**src/rtl/stopwatch_ctrl_n.sv**
```systemverilog
// Stopwatch/timer control core: button/mode conditioning, mode FSM, N-digit BCD
// up/down counter, down-mode preset editor with digit cursor, expiry and wrap pulses.
module stopwatch_ctrl_n #(
  parameter int DIGITS = 4,
  parameter int CW     = $clog2(DIGITS)
) (
  input  logic                clk,
  input  logic                reset_n,
  input  logic [4:0]          btn_in,
  input  logic                mode,
  input  logic                tick,
  output logic [2:0]          state,
  output logic [4*DIGITS-1:0] value,
  output logic [CW-1:0]       cursor,
  output logic                done,
  output logic                wrap
);

  localparam int VW = 4 * DIGITS;

  typedef enum logic [2:0] {
    UP_WAIT = 3'd0,
    UP_RUN  = 3'd1,
    DN_WAIT = 3'd2,
    DN_RUN  = 3'd3,
    EXPIRED = 3'd4
  } state_t;

  function automatic logic [VW-1:0] bcd_inc(input logic [VW-1:0] v);
    logic [VW-1:0] r;
    logic          c;
    r = v;
    c = 1'b1;
    for (int j = 0; j < DIGITS; j++) begin
      if (c) begin
        if (v[4*j +: 4] == 4'd9) r[4*j +: 4] = 4'd0;
        else begin
          r[4*j +: 4] = v[4*j +: 4] + 4'd1;
          c = 1'b0;
        end
      end
    end
    return r;
  endfunction

  function automatic logic [VW-1:0] bcd_dec(input logic [VW-1:0] v);
    logic [VW-1:0] r;
    logic          b;
    r = v;
    b = 1'b1;
    for (int j = 0; j < DIGITS; j++) begin
      if (b) begin
        if (v[4*j +: 4] == 4'd0) r[4*j +: 4] = 4'd9;
        else begin
          r[4*j +: 4] = v[4*j +: 4] - 4'd1;
          b = 1'b0;
        end
      end
    end
    return r;
  endfunction

  function automatic logic [3:0] digit_step(input logic [3:0] d, input logic up);
    if (up) return (d == 4'd9) ? 4'd0 : d + 4'd1;
    else    return (d == 4'd0) ? 4'd9 : d - 4'd1;
  endfunction

  logic [4:0]    btn_s1_q, btn_s1_d, btn_s2_q, btn_s2_d, btn_h_q, btn_h_d, btn_ev_q, btn_ev_d;
  logic          mode_s1_q, mode_s1_d, mode_s2_q, mode_s2_d, mode_h_q, mode_h_d;
  logic          mode_ev_q, mode_ev_d;
  state_t        state_q, state_d;
  logic [VW-1:0] value_q, value_d, preset_q, preset_d;
  logic [CW-1:0] cursor_q, cursor_d;
  logic          paused_q, paused_d, done_q, done_d, wrap_q, wrap_d;

  // Input conditioning: sync, history, then a registered event pulse
  always_comb begin
    btn_s1_d  = btn_in;
    btn_s2_d  = btn_s1_q;
    btn_h_d   = btn_s2_q;
    btn_ev_d  = btn_s2_q & ~btn_h_q;
    mode_s1_d = mode;
    mode_s2_d = mode_s1_q;
    mode_h_d  = mode_s2_q;
    mode_ev_d = mode_s2_q ^ mode_h_q;
  end

  // Next state and datapath
  always_comb begin
    state_d  = state_q;
    value_d  = value_q;
    preset_d = preset_q;
    cursor_d = cursor_q;
    paused_d = paused_q;
    done_d   = 1'b0;
    wrap_d   = 1'b0;
    if (mode_ev_q) begin
      cursor_d = '0;
      paused_d = 1'b0;
      if (mode_h_q) begin
        state_d = UP_WAIT;
        value_d = '0;
      end else begin
        state_d = DN_WAIT;
      end
    end else if (|btn_ev_q) begin
      unique case (state_q)
        UP_WAIT: begin
          if (btn_ev_q[1]) value_d = '0;
          else if (btn_ev_q[0]) begin
            state_d  = UP_RUN;
            cursor_d = '0;
          end
        end
        UP_RUN: begin
          if (btn_ev_q[1]) begin
            state_d = UP_WAIT;
            value_d = '0;
          end else if (btn_ev_q[0]) state_d = UP_WAIT;
        end
        DN_WAIT: begin
          if (btn_ev_q[1]) begin
            preset_d = '0;
            cursor_d = '0;
            paused_d = 1'b0;
          end else if (btn_ev_q[0]) begin
            if (preset_q != '0) begin
              state_d  = DN_RUN;
              cursor_d = '0;
              paused_d = 1'b0;
            end
          end else if (btn_ev_q[2]) begin
            cursor_d = (cursor_q == CW'(DIGITS - 1)) ? '0 : cursor_q + CW'(1);
            paused_d = 1'b0;
          end else if (btn_ev_q[3] || btn_ev_q[4]) begin
            for (int i = 0; i < DIGITS; i++)
              if (cursor_q == CW'(i))
                preset_d[4*(DIGITS-i)-1 -: 4] = digit_step(preset_q[4*(DIGITS-i)-1 -: 4], btn_ev_q[3]);
            paused_d = 1'b0;
          end
        end
        DN_RUN: begin
          if (btn_ev_q[1]) begin
            state_d  = DN_WAIT;
            paused_d = 1'b0;
          end else if (btn_ev_q[0]) begin
            state_d  = DN_WAIT;
            paused_d = 1'b1;
          end
        end
        EXPIRED: begin
          if (btn_ev_q[1] || btn_ev_q[0]) begin
            state_d  = DN_WAIT;
            paused_d = 1'b0;
          end
        end
        default: state_d = UP_WAIT;
      endcase
    end else if (tick) begin
      if (state_q == UP_RUN) begin
        value_d = bcd_inc(value_q);
        wrap_d  = (value_d == '0);
      end else if (state_q == DN_RUN) begin
        value_d = bcd_dec(value_q);
        if (value_d == '0) begin
          state_d = EXPIRED;
          done_d  = 1'b1;
        end
      end
    end
    // A paused countdown keeps its held value; otherwise DN_WAIT tracks the preset
    if (state_d == DN_WAIT && !paused_d) value_d = preset_d;
    if (state_d == EXPIRED) value_d = '0;
  end

  // Chains reset high so a level held through reset never looks like a fresh edge
  always_ff @(posedge clk or negedge reset_n) begin
    if (!reset_n) begin
      btn_s1_q  <= '1;
      btn_s2_q  <= '1;
      btn_h_q   <= '1;
      btn_ev_q  <= '0;
      mode_s1_q <= 1'b1;
      mode_s2_q <= 1'b1;
      mode_h_q  <= 1'b1;
      mode_ev_q <= 1'b0;
      state_q   <= UP_WAIT;
      value_q   <= '0;
      preset_q  <= '0;
      cursor_q  <= '0;
      paused_q  <= 1'b0;
      done_q    <= 1'b0;
      wrap_q    <= 1'b0;
    end else begin
      btn_s1_q  <= btn_s1_d;
      btn_s2_q  <= btn_s2_d;
      btn_h_q   <= btn_h_d;
      btn_ev_q  <= btn_ev_d;
      mode_s1_q <= mode_s1_d;
      mode_s2_q <= mode_s2_d;
      mode_h_q  <= mode_h_d;
      mode_ev_q <= mode_ev_d;
      state_q   <= state_d;
      value_q   <= value_d;
      preset_q  <= preset_d;
      cursor_q  <= cursor_d;
      paused_q  <= paused_d;
      done_q    <= done_d;
      wrap_q    <= wrap_d;
    end
  end

  always_comb begin
    state  = state_q;
    value  = value_q;
    cursor = cursor_q;
    done   = done_q;
    wrap   = wrap_q;
  end

endmodule

```
**config.mk**
```make
export PLATFORM = sky130hd
export DESIGN_NAME = stopwatch_ctrl_n
export DESIGN_NICKNAME = d
export VERILOG_FILES = /design/src/rtl/stopwatch_ctrl_n.sv
export SDC_FILE = /design/constraint.sdc
export NUM_CORES = 1
export LEC_CHECK = 0
export ABC_AREA = 1
export BUFFER_PORTS_ARGS = -buffer_cell sky130_fd_sc_hd__buf_2
export CAP_MARGIN = 20
export CORE_ASPECT_RATIO = 1.4
export CORE_MARGIN = 2
export CORE_UTILIZATION = 50
export CTS_CLUSTER_DIAMETER = 30
export DETAILED_ROUTE_END_ITERATION = 16
export PLACE_DENSITY = 0.78
export SYNTH_ARGS = -nofsm -noshare
export SYNTH_HDL_FRONTEND = slang
export SYNTH_SLANG_ARGS = --single-unit
```
**constraint.sdc**
```tcl
create_clock -name clk -period 2.52 [get_ports clk]
set_input_delay 0.504 -clock clk [delete_from_list [all_inputs] [get_ports clk]]
set_output_delay 0.504 -clock clk [all_outputs]
set_load 0.05 [all_outputs]
```
==> metrics.csv <==
stage,metric,value,unit
worst_setup_path,reg2regPathDepth,18,
clock_network,path_clk_slew,0.06,ns
logic_synthesis,synth_xor_area_frac,0.02855,
worst_setup_path,critPathSlowestCell,dfrtp_2,
logic_synthesis,synth_top_family_by_area,simple AND/OR/NAND/NOR gates,
outcome,status,"complete, but fails checks",
timing,setup_slack,-0.1739,ns
timing,max_freq,0.3712,GHz
global_routing,antenna_found_initial,0,
timing,tightest_slew,0.5976,ns
worst_setup_path,reg2reg_from,value[2]$_DFFE_PN0P_,
worst_setup_path,critPathTopFamily,simple AND/OR/NAND/NOR gates,
logic_synthesis,syn_area_per_cell,7.026,sq um
timing,drv_slew,0,
flow_run,max-cap-violations,0,
pwr,p_per_area,937.9,nW/um^2
placed_design,numPortBuffers,31,
routing,antenna_left,0,
outcome,violations,negative setup slack,
worst_setup_path,critical_path.reg2reg.endpoint,value[1]$_DFFE_PN0P_,
timing,setup_viol,16,
pwr,intPower,3111,uW
worst_setup_path,r2r_slack,-0.17,ns
clock_network,clk_latency,0.34,ns
clock_network,cts.sinks,64,
worst_setup_path,critPathCaptureType,flop,
worst_setup_path,crit_chain,nor2_4 > nand2_4 > nor2_8 > nand2_4 > nand2_2 > nand2_1 > nor2_1 > nand2_1 > nor2_2 > nand3_2 > nand2_2 > nand2_2 > a21oi_4 > nand3_4 > a21oi_4 > clkbuf_16 > nand2_1 > nand2_1,
layout,register_area,1638,sq um
logic_synthesis,ys_ff_latch,64,
logic_synthesis,yosys.cell_types.count,46,
worst_setup_path,critPathLaunch,value[2]$_DFFE_PN0P_,
timing,rsz0062_at_grt,yes,
routing,wl_per_cell,16.83,microns
pwr,p_sw_frac,0.4400,
logic_synthesis,synth_mux_area_frac,0,
worst_setup_path,cp-start-kind,flop,
layout,fill_cells,722,
floorplanning,initial_utilization,0.5126,
worst_setup_path,crit_type,flop to flop,
pwr,ir_drop,0.5725,mV
worst_setup_path,cp.arrival,2.97,ns
logic_synthesis,synthCells,655,
floorplanning,fp-row-count,41,
layout,synthToLayoutAreaGrowth,28.71,%
logic_synthesis,synth_area,4602,sq um
layout,design_area,5923,sq um
routing,vias_per_cell,5.862,
worst_setup_path,path_max_fanout,8,
placed_design,place_ws,-0.1273,ns
pwr,switchingPower,2444,uW
global_routing,grt_max_degree,43,
logic_synthesis,synth_seq_area_share,0.3529,
logic_synthesis,yosysWarnings,0,
clock_network,ctsHtreeMaxLevel,3,
layout,layout.nets,763,
worst_setup_path,max_stage_delay,0.42,ns
pwr,p_comb_frac,0.497,
worst_setup_path,cp_num_buf_inv,1,
layout,final_layout_size_suffix_gt1_frac,0.2746,
worst_setup_path,critPathMostFrequentCell,nand2_1,
min_path,hold_path_class,primary input to asynchronous set/reset pin,
logic_synthesis,ys_async_sr_fraction,1.000,
placed_design,dp.final_hpwl,9854,microns
routing,drcViolationCount,0,
logic_synthesis,synth_nets,680,
timing,relSlewSlack,0.6016,
routing,drtPass1Iterations,5,
logic_synthesis,synthSimpleGateAreaFrac,0.3369,
pwr,pwr-share-clk,0.255,
clock_network,numCtsBuffers,9,
layout,multi_input_area,2785,sq um
floorplanning,dieArea,9998,sq um
placed_design,placed_cell_area,5184,sq um
clock_network,cts_tree,done,
logic_synthesis,synth-edff-count,0,
clock_network,clock-root-buffer,clkbuf_16,
pwr,seqPwrFrac,0.248,
routing,drt-total-wl,14310,microns
floorplanning,ios,32,
pwr,power_leakage,0.002967,uW
logic_synthesis,synth_ff_type,dfrtp_1,
timing,period_minus_slack,2.694,ns
floorplanning,core-area,8977,sq um
global_routing,grt_pass1_wl,21740,microns
placed_design,routabilityCongestion,0.9907,
logic_synthesis,synth_fa_ha_area_frac,0.04350,
layout,diodes,0,
timing,hold_viol,0,
floorplanning,die_width,85.08,microns
global_routing,grt.total_usage,0.2719,
timing,fin_skew,0.008688,ns
floorplanning,dieHeight,117.5,microns
timing,min_period_over_period,1.069,
routing,drt_iter0_markers,647,
global_routing,gr-total-overflow,0,
global_routing,grt_pass1_vias,4667,
routing,vias,4983,
clock_network,clockBufferDepth,2,
logic_synthesis,synth_compound_area_frac,0.1520,
worst_setup_path,critPathRequiredTime,2.79,ns
sequential cells by signal, indices dropped and copies added, names as in the netlist, 2 cells and up:
register and count:
btn_ev_q 5, preset_q 16, cursor 2, state 3, btn_s1_q 5, btn_h_q 5, btn_h_d 5, value 16
power groups by stage:
stage,registers (uW),clock network [uW],logic [uW]
4_1_cts,1370,1430,2460
3_3_place_gp,1360,0,2300
5_1_grt,1400,1460,2990
3_5_place_dp,1380,0,2350
2_1_floorplan,1600,0,1420
6_report,1380,1420,2760
metrics by stage:
stage | total power [uW] | util | TNS, ns | hold WS, ns | instances
after floorplan | 3014 | - | -0.06553 | 0.2084 | 655
after CTS | 5254 | 0.6212 | -0.005602 | 0.1762 | 837
after detailed placement | 3729 | 0.5774 | -1.801 | 0.3475 | 819
final | 5556 | 0.6598 | -2.455 | 0.1648 | 850
after global placement | 3662 | 0.5774 | -0.2818 | 0.3462 | 819
after global routing | 5852 | 0.6598 | -4.709 | 0.1959 | 850
worst max path at each step:
stage / slack (ns) / cells past startpoint / to
6_report: -0.17 / 18 / value[1]$_DFFE_PN0P_
4_1_cts: -0.006 / 17 / value[13]$_DFFE_PN0P_
3_5_place_dp: -0.13 / 15 / value[8]$_DFFE_PN0P_
3_3_place_gp: -0.04 / 17 / value[4]$_DFFE_PN0P_
5_1_grt: -0.31 / 16 / value[9]$_DFFE_PN0P_
2_1_floorplan: -0.008 / 16 / value[6]$_DFFE_PN0P_
layout make-up:
class                      count  area share
inverter                      82     0.05196
multi-input combinational    491      0.4702
sequential                    64      0.2765
timing repair buffer          90      0.1208
tap                          107     0.02260
clock inverter                 4    0.009083
clock buffer                  12     0.04880
logic make-up after synthesis:
family                   Yosys count
AO/OA/AOI/OAI                    113
XOR/XNOR                          15
adder cells (fa/ha/maj)           16
buffers and inverters            101
flip-flops                        64
AND/OR/NAND/NOR                  346
placed cells by master, fill, tap and decap left out, drive strengths merged, types with 3 or more instances in the layout:
master / n
a211oi: 3
a21oi: 25
a221oi: 3
a31oi: 7
buf: 87
clkbuf: 15
dfrtp: 46
dfstp: 18
ha: 16
inv: 83
nand2: 158
nand3: 61
nand4: 22
nor2: 91
nor3: 6
nor4: 4
o211ai: 6
o21ai: 48
o22ai: 6
o31ai: 4
xor2: 13
per-layer routing:
metal	global-route usage	vias up	part of all wire
li1	-	2349	-
met1	0.3123	2350	0.38
met2	0.4814	220	0.52
met3	0.03927	64	0.052
met4	0.1369	0	0.047
met5	0	-	0
cells in the mapped netlist, types with 2 or more instances:
cell type / instances / share of area
nand2_1: 153 / 0.12
nor2_1: 82 / 0.067
inv_1: 76 / 0.062
nand3_1: 60 / 0.065
dfrtp_1: 46 / 0.25
o21ai_0: 45 / 0.049
a21oi_1: 22 / 0.024
nand4_1: 22 / 0.030
dfstp_2: 18 / 0.10
ha_1: 16 / 0.044
xor2_1: 13 / 0.025
clkbuf_1: 9 / 0.0073
buf_2: 8 / 0.0087
a31oi_1: 7 / 0.0095
nor3_1: 6 / 0.0065
o211ai_1: 6 / 0.0098
o22ai_1: 6 / 0.0082
inv_2: 5 / 0.0041
nor2_2: 4 / 0.0054
nor4_1: 4 / 0.0054
o31ai_1: 4 / 0.0065
a211oi_1: 3 / 0.0049
a21oi_4: 3 / 0.011
a221oi_1: 3 / 0.0057
nand2_2: 3 / 0.0041
nor2_4: 3 / 0.0073
o21ai_1: 3 / 0.0033
a21boi_0: 2 / 0.0033
nand2_4: 2 / 0.0049
nand3b_1: 2 / 0.0033
o211a_1: 2 / 0.0044
o311ai_0: 2 / 0.0038
xnor2_1: 2 / 0.0038
repair_timing:
item                       4_1_cts  5_1_grt
pin swaps                        2        9
hold buffers                     0        0
gates resized for setup          5       60
setup endpoints to repair       17       17
buffers inserted                 1       10
gates cloned                     1        3
Note: power is estimated with default switching activity, not from simulation.
